==> config.mk <==
export PLATFORM = sky130hd
export DESIGN_NAME = regfile_scoreboard
export DESIGN_NICKNAME = d
export VERILOG_FILES = /design/src/rtl/regfile_scoreboard_pkg.sv /design/src/rtl/regfile_scoreboard_scoreboard_bits.sv /design/src/rtl/regfile_scoreboard.sv
export SDC_FILE = /design/constraint.sdc
export NUM_CORES = 2
export LEC_CHECK = 0
export BUFFER_PORTS_ARGS = -buffer_cell sky130_fd_sc_hd__buf_4
export CAP_MARGIN = 25
export CORE_AREA = 2 2 240 420
export CTS_CLUSTER_DIAMETER = 40
export DETAILED_ROUTE_END_ITERATION = 10
export DIE_AREA = 0 0 242 422
export PLACE_DENSITY = 0.71
export SLEW_MARGIN = 20
export SYNTH_ARGS = -nofsm -noshare
export SYNTH_HDL_FRONTEND = slang
export SYNTH_SLANG_ARGS = --single-unit
==> constraint.sdc <==
create_clock -name clk -period 4.4 [get_ports clk]
set_clock_uncertainty 0.1 [all_clocks]
set_input_delay 0.66 -clock clk [delete_from_list [all_inputs] [get_ports clk]]
set_output_delay 0.66 -clock clk [all_outputs]
set_load 0.01 [all_outputs]
==> src/rtl/regfile_scoreboard_pkg.sv <==
// ---------------------------------------------------------------------------
// regfile_scoreboard_pkg
//   Shared defaults and helpers for the register file / scoreboard slice.
//   Contents:
//     XLEN_DEFAULT      default data width of one register
//     NREG_DEFAULT      default number of architectural registers
//     ZERO_REG_DEFAULT  default for the hard-wired-zero register 0 behaviour
//     addr_width()      address width derived from the register count
// ---------------------------------------------------------------------------
package regfile_scoreboard_pkg;

  localparam int XLEN_DEFAULT     = 32;
  localparam int NREG_DEFAULT     = 32;
  localparam int ZERO_REG_DEFAULT = 1;

  // Register counts are powers of two >= 2. The lower clamp keeps the
  // address at least one bit wide even for the smallest legal file.
  function automatic int addr_width(input int nreg);
    return (nreg <= 2) ? 1 : $clog2(nreg);
  endfunction

endpackage : regfile_scoreboard_pkg

==> src/rtl/regfile_scoreboard_scoreboard_bits.sv <==
// ---------------------------------------------------------------------------
// scoreboard_bits
//   Per-register pending vector plus a registered count of pending entries.
//   Ports:
//     clk          clock, all state changes on the rising edge
//     rst          synchronous active-high reset, clears everything
//     flush        clears every pending bit; beats set and clear
//     set_en       mark set_addr pending (caller has already masked reg 0)
//     set_addr     register being claimed by a new producer
//     clr_en       release clr_addr (writeback)
//     clr_addr     register being written back
//     pending      current pending vector (registered)
//     pending_cnt  population count of pending (registered)
//   Priority per bit: flush > set > clear > hold. A set and a clear of the
//   same register in one cycle leaves the bit set, since the newly issued
//   instruction now owns the register.
// ---------------------------------------------------------------------------
module scoreboard_bits
  import regfile_scoreboard_pkg::*;
#(
  parameter int NREG = NREG_DEFAULT,
  localparam int AW = addr_width(NREG)
) (
  input  logic            clk,
  input  logic            rst,
  input  logic            flush,
  input  logic            set_en,
  input  logic [AW-1:0]   set_addr,
  input  logic            clr_en,
  input  logic [AW-1:0]   clr_addr,
  output logic [NREG-1:0] pending,
  output logic [AW:0]     pending_cnt
);

  logic [NREG-1:0] pending_reg;
  logic [NREG-1:0] pending_next;
  logic [AW:0]     cnt_reg;
  logic [AW:0]     cnt_next;
  logic            cnt_inc;
  logic            cnt_dec;

  // Per-bit next state.
  for (genvar gi = 0; gi < NREG; gi++) begin : g_bit
    logic set_hit;
    logic clr_hit;
    assign set_hit = set_en && (set_addr == AW'(gi));
    assign clr_hit = clr_en && (clr_addr == AW'(gi));
    assign pending_next[gi] = flush   ? 1'b0 :
                              set_hit ? 1'b1 :
                              clr_hit ? 1'b0 :
                                        pending_reg[gi];
  end

  // Incremental count instead of a popcount tree: +1 when a clear bit gets
  // set, -1 when a set bit gets cleared. A clear that collides with a set
  // on the same register is swallowed by the set, so it never decrements.
  // Set and clear on different registers give +1 -1 = net 0.
  assign cnt_inc = set_en && !pending_reg[set_addr];
  assign cnt_dec = clr_en && pending_reg[clr_addr] &&
                   !(set_en && (set_addr == clr_addr));

  always_comb begin
    cnt_next = cnt_reg;
    if (flush) begin
      cnt_next = '0;
    end else begin
      cnt_next = cnt_reg + {{AW{1'b0}}, cnt_inc} - {{AW{1'b0}}, cnt_dec};
    end
  end

  always_ff @(posedge clk) begin
    if (rst) begin
      pending_reg <= '0;
      cnt_reg     <= '0;
    end else begin
      pending_reg <= pending_next;
      cnt_reg     <= cnt_next;
    end
  end

  assign pending     = pending_reg;
  assign pending_cnt = cnt_reg;

endmodule : scoreboard_bits

==> src/rtl/regfile_scoreboard.sv <==
// ---------------------------------------------------------------------------
// regfile_scoreboard
//   2-read / 1-write integer register file for the decode stage, with a
//   same-cycle writeback-to-read bypass and a pending bit per register so the
//   stall logic can see outstanding producers.
//   Ports:
//     clk, rst                 clock and synchronous active-high reset
//     rs1_addr/rs2_addr        read addresses
//     rs1_data/rs2_data        combinational read data, bypassed from wb
//     rs1_busy/rs2_busy        source still waiting on a producer this cycle
//     issue_valid/issue_rd     instruction issuing, claims issue_rd
//     rd_busy                  issue_rd already pending (WAW), ignores valid
//     wb_en/wb_addr/wb_data    writeback: write data and release pending
//     flush                    drop all outstanding producers, keep data
//     pending_cnt              registered count of pending registers
//   With ZERO_REG != 0, register 0 reads as zero, ignores writes and is
//   never marked pending.
// ---------------------------------------------------------------------------
module regfile_scoreboard
  import regfile_scoreboard_pkg::*;
#(
  parameter int XLEN     = XLEN_DEFAULT,
  parameter int NREG     = NREG_DEFAULT,
  parameter int ZERO_REG = ZERO_REG_DEFAULT,
  localparam int AW      = addr_width(NREG)
) (
  input  logic            clk,
  input  logic            rst,
  input  logic [AW-1:0]   rs1_addr,
  input  logic [AW-1:0]   rs2_addr,
  output logic [XLEN-1:0] rs1_data,
  output logic [XLEN-1:0] rs2_data,
  output logic            rs1_busy,
  output logic            rs2_busy,
  input  logic            issue_valid,
  input  logic [AW-1:0]   issue_rd,
  output logic            rd_busy,
  input  logic            wb_en,
  input  logic [AW-1:0]   wb_addr,
  input  logic [XLEN-1:0] wb_data,
  input  logic            flush,
  output logic [AW:0]     pending_cnt
);

  localparam bit ZERO_EN = (ZERO_REG != 0);

  // Register storage. Every entry is cleared on reset and both read ports
  // are asynchronous, so this maps to flops/distributed RAM, not block RAM.
  logic [XLEN-1:0] rf_reg [NREG];
  logic [NREG-1:0] wr_sel;
  logic [NREG-1:0] pending;

  logic wr_en;
  logic set_en;
  logic rs1_zero;
  logic rs2_zero;
  logic rd_zero;
  logic rs1_bypass;
  logic rs2_bypass;

  // Writes to a hard-wired zero register are dropped here; the pending
  // clear below still uses raw wb_en, which is harmless because bit 0 can
  // never become set in that configuration.
  assign wr_en = wb_en && !(ZERO_EN && (wb_addr == '0));

  for (genvar gi = 0; gi < NREG; gi++) begin : g_wr_sel
    assign wr_sel[gi] = wr_en && (wb_addr == AW'(gi));
  end

  always_ff @(posedge clk) begin
    if (rst) begin
      for (int i = 0; i < NREG; i++) begin
        rf_reg[i] <= '0;
      end
    end else begin
      for (int i = 0; i < NREG; i++) begin
        if (wr_sel[i]) begin
          rf_reg[i] <= wb_data;
        end
      end
    end
  end

  // Address qualifiers shared by data and busy paths.
  assign rs1_zero   = ZERO_EN && (rs1_addr == '0);
  assign rs2_zero   = ZERO_EN && (rs2_addr == '0);
  assign rd_zero    = ZERO_EN && (issue_rd == '0);
  assign rs1_bypass = wb_en && (wb_addr == rs1_addr);
  assign rs2_bypass = wb_en && (wb_addr == rs2_addr);

  // Read muxes: zero register beats the bypass, bypass beats the array.
  always_comb begin
    rs1_data = rf_reg[rs1_addr];
    if (rs1_bypass) begin
      rs1_data = wb_data;
    end
    if (rs1_zero) begin
      rs1_data = '0;
    end
  end

  always_comb begin
    rs2_data = rf_reg[rs2_addr];
    if (rs2_bypass) begin
      rs2_data = wb_data;
    end
    if (rs2_zero) begin
      rs2_data = '0;
    end
  end

  // A source whose producer is writing back right now is satisfied by the
  // bypass, so it is not reported busy.
  assign rs1_busy = pending[rs1_addr] && !rs1_bypass && !rs1_zero;
  assign rs2_busy = pending[rs2_addr] && !rs2_bypass && !rs2_zero;
  assign rd_busy  = pending[issue_rd] && !rd_zero;

  assign set_en = issue_valid && !rd_zero;

  scoreboard_bits #(
    .NREG (NREG)
  ) u_scoreboard_bits (
    .clk         (clk),
    .rst         (rst),
    .flush       (flush),
    .set_en      (set_en),
    .set_addr    (issue_rd),
    .clr_en      (wb_en),
    .clr_addr    (wb_addr),
    .pending     (pending),
    .pending_cnt (pending_cnt)
  );

endmodule : regfile_scoreboard

==> run summary <==
========================================================================================================
Top cell by count, worst path ............................................................. sky130_fd_sc_hd__buf_4
Max reg flops .............................................................................         1024
Max stage delay on crit path ..............................................................      0.73 ns
Outcome ...................................................................................    completed
Nets ......................................................................................         3800
Clk sink count ............................................................................         1062
Hold-fix buffers, CTS .....................................................................            0
Clock root buffer ......................................................................... sky130_fd_sc_hd__clkbuf_16
Worst Setup Path Type .....................................................................       in2out
Worst flop-to-flop path endpoint .......................................................... u_scoreboard_bits.pending_cnt[4]
Hpwl dp ...................................................................................       119 mm
Count of endpoints failing hold in the final timing report ................................            0
Number of port buffers ....................................................................          129
Overall power of the completed layout .....................................................     25200 uW
Data required, critical path ..............................................................      3.64 ns
Largest fanout of any net on the critical path ............................................           18
Largest net degree at the start of global routing .........................................           74
Data arrival time of the critical path ....................................................      3.28 ns
Overall fraction of global-route tracks in use ............................................        36.9%
CP Cell Sequence .......................................................................... buf_4, nor2_1, nand3b_2, nand2_2, buf_4, a211oi_1, a22o_1, buf_4
Hold path startpoint ......................................................................        flush
Number of global-route vias before repair .................................................        38200
Hold depth ................................................................................            4
Standard-cell row count ...................................................................          153
Area Overhead vs Synth ....................................................................        12.7%
Slack of the worst reg-to-reg path ........................................................      1.09 ns
Hold endpoint ............................................................................. u_scoreboard_bits.pending[0]
Number of flops mapped to enable cells by yosys ...........................................         1024
LEAKAGE ...................................................................................    0.0210 uW
Average instance area after synthesis .....................................................    15.0 um^2
Number of max-slew violations in the final report .........................................            0
Initial antenna violation count ...........................................................            6
Nature of the critical path endpoint ......................................................   output pin
Number of buffers between clock root and the deepest sink .................................            3
Later-pin clock latency in the skew report ................................................      0.74 ns
Total detailed-routing wirelength .........................................................       189 mm
Setup TNS .................................................................................         0 ns
Category of the worst setup path launch point .............................................    input pin
Post-Place Cell Area ......................................................................   57200 um^2
Number of register bits inferred by synthesis .............................................         1062
Worst slew pin tran .......................................................................      1.06 ns
Syn Inst Count ............................................................................         3605
Setup bufs post-CTS .......................................................................            0
Portion of the clock cycle consumed by the worst path in the final layout .................        91.7%
Placeable Area ............................................................................   98800 um^2
Fin crit period ...........................................................................      4.04 ns
Final core utilization ....................................................................        61.6%
Initial core utilization ..................................................................        54.7%
Primary FF master, synth .................................................................. sky130_fd_sc_hd__edfxtp_1
Number of cells on the worst reg-to-reg path ..............................................           13
Tightest Hold Check Type ..................................................................       in2reg
I/O Pins ..................................................................................          130
TritonCTS clock tree ......................................................................          yes
Routed via count ..........................................................................        37900
Number of maximum-capacitance constraint violations .......................................            0
Die Span X ................................................................................       242 um
Die footprint .............................................................................  102000 um^2
Post-CTS clock slew at the launch and capture registers of the worst setup and hold paths .      0.07 ns
RSZ-0062 raised after global routing ......................................................           no
First DRT Iteration DRCs ..................................................................         5554
Share of final-layout standard cells stronger than drive strength 1 .......................        26.9%
Max rail drop VDD .........................................................................     0.344 mV
Slowest stage cell, crit path ............................................................. sky130_fd_sc_hd__nor2_1
Relative max-transition margin ............................................................        28.7%
Post-route antenna net violation count ....................................................            0
Vert. Die Dim .............................................................................       422 um
Post-synth ARST share .....................................................................           0%
Number of buffers created by CTS ..........................................................          108
Fmax ......................................................................................    0.248 GHz
Synth cell types ..........................................................................           74
Yosys warns ...............................................................................            0
Post-route cell area ......................................................................   60900 um^2
Crit Reg-Reg Startpoint ................................................................... u_scoreboard_bits.pending[15]
Total of cells resized after clock tree synthesis .........................................            0
Post-synthesis cell area ..................................................................   54000 um^2
Final weighted congestion in routability-driven placement .................................        0.915
Portion of the post-synthesis area used by sequential elements ............................        58.3%
DRC violation count after routing .........................................................            0
Number of iterations in the first detailed-routing pass ...................................            6
Count of H-tree levels built during CTS ...................................................            3
Ratio of total power to cell area .........................................................  414 nW/um^2
Final setup violation count ...............................................................            0
Vias per cell .............................................................................         7.37
Count of filler cells inserted in the layout ..............................................         7409
Wire length of the first global-routing pass ..............................................       266 mm
Grt ovf ...................................................................................            0
Detailed-route wire length per cell .......................................................      36.8 um
========================================================================================================
[cells in the final DEF (no fill, tap or decap), types with 29 or more instances in the layout]
cell type                      n
sky130_fd_sc_hd__a22o_1       51
sky130_fd_sc_hd__a21oi_1      29
sky130_fd_sc_hd__buf_12       49
sky130_fd_sc_hd__mux2i_1     235
sky130_fd_sc_hd__nand2_1      94
sky130_fd_sc_hd__a22oi_1      71
sky130_fd_sc_hd__o21ai_0      58
sky130_fd_sc_hd__clkbuf_16   111
sky130_fd_sc_hd__conb_1       32
sky130_fd_sc_hd__o22ai_1      48
sky130_fd_sc_hd__nor2_1      657
sky130_fd_sc_hd__dfxtp_1      38
sky130_fd_sc_hd__nand2b_1     38
sky130_fd_sc_hd__buf_4       283
sky130_fd_sc_hd__a221oi_1     64
sky130_fd_sc_hd__a211oi_1     48
sky130_fd_sc_hd__mux4_2      451
sky130_fd_sc_hd__nand2b_2     31
sky130_fd_sc_hd__inv_1        43
sky130_fd_sc_hd__edfxtp_1   1024
[layer usage]
metal	part of all wire, %	track usage, %	wire length [um]	vias to the layer above
met1	31	43.0	58600	19100
li1	-	-	-	14500
met3	12	7.81	22200	930
met2	48	60.2	91200	3302
met5	0.041	0	77	-
met4	9.0	27.8	16900	12
[layout make-up]
type	count	area, um^2	area share [%]
well taps	1317	1650	2.71
repair buffers	337	3170	5.21
clock buffers	130	2850	4.68
flip-flops and latches	1062	31500	51.8
clock inverters	70	825	1.35
diodes	1	2.50	0.00411
inverters	47	176	0.290
multi-input cells	2180	20700	34.0
[per-stage QoR]
| step | setup WS [ns] | hold WS [ns] | cells |
|---|---|---|---|
| floorplan | 0.758 | 0.339 | 3636 |
| global placement | 0.396 | 0.382 | 4940 |
| detailed placement | 0.470 | 0.380 | 4941 |
| CTS | 0.472 | 0.0943 | 5141 |
| global route | 0.417 | 0.146 | 5143 |
| finish | 0.363 | 0.135 | 5144 |
[synth_stat cells (9+ instances only)]
master,instances,share of area (%)
sky130_fd_sc_hd__a22oi_1,71,0.99
sky130_fd_sc_hd__clkbuf_1,183,1.3
sky130_fd_sc_hd__dfxtp_1,38,1.4
sky130_fd_sc_hd__mux2i_1,235,4.4
sky130_fd_sc_hd__o21ai_0,58,0.54
sky130_fd_sc_hd__buf_4,30,0.42
sky130_fd_sc_hd__o211ai_1,19,0.26
sky130_fd_sc_hd__buf_1,19,0.13
sky130_fd_sc_hd__and2_1,12,0.14
sky130_fd_sc_hd__nor3_1,13,0.12
sky130_fd_sc_hd__nor2b_1,20,0.23
sky130_fd_sc_hd__nand2b_1,69,0.80
sky130_fd_sc_hd__nand2_1,107,0.74
sky130_fd_sc_hd__nor2_1,661,4.6
sky130_fd_sc_hd__xnor2_1,10,0.16
sky130_fd_sc_hd__inv_1,44,0.31
sky130_fd_sc_hd__a21oi_1,29,0.27
sky130_fd_sc_hd__buf_8,9,0.25
sky130_fd_sc_hd__a221oi_1,64,1.0
sky130_fd_sc_hd__a211oi_1,48,0.67
sky130_fd_sc_hd__a22o_1,51,0.83
sky130_fd_sc_hd__edfxtp_1,1024,57
sky130_fd_sc_hd__mux4_2,451,19
sky130_fd_sc_hd__o311ai_0,11,0.18
sky130_fd_sc_hd__nand3_1,22,0.20
sky130_fd_sc_hd__o22ai_1,48,0.56
sky130_fd_sc_hd__a32oi_1,11,0.18
sky130_fd_sc_hd__xor2_1,10,0.16
sky130_fd_sc_hd__and3_1,15,0.17
sky130_fd_sc_hd__buf_2,70,0.65
sky130_fd_sc_hd__buf_6,32,0.67
[report_power, final]
part	internal, uW	total [uW]	leakage, uW	switching (uW)
registers	11800	12200	0.0101	347
clock network	5490	9620	0.00177	4130
logic	1440	3450	0.00913	2010
total	18700	25200	0.0210	6490
[worst max-delay path by stage]
stage	slack [ns]	depth (start not counted)	start	end
4_1_cts	0.47	7	rs2_addr[0]	rs2_data[25]
3_5_place_dp	0.47	14	wb_addr[1]	u_scoreboard_bits.pending_cnt[4]
6_report	0.36	8	rs2_addr[2]	rs2_data[7]
2_1_floorplan	0.76	15	wb_addr[1]	u_scoreboard_bits.pending_cnt[4]
5_1_grt	0.42	8	rs2_addr[2]	rs2_data[7]
3_3_place_gp	0.40	7	rs2_addr[0]	rs2_data[25]
[logic make-up after synthesis]
kind of cell	after synthesis	share of synthesized area [%]
xor gates and xnor gates	20	0.324
AOI/OAI and AO/OA	480	6.59
muxes	691	23.3
adders and majority gates	7	0.176
DFF	1062	58.3
other	1	0.00694
and+or+nand+nor	950	7.43
buffers and inverters	394	3.86
[critical path, delay by kind of cell]
kind            cells  cell delay (ns)
simple gates        3             1.73
buf+inv             3             0.60
compound gates      2             0.25
Note: power is estimated with default switching activity, not from simulation.
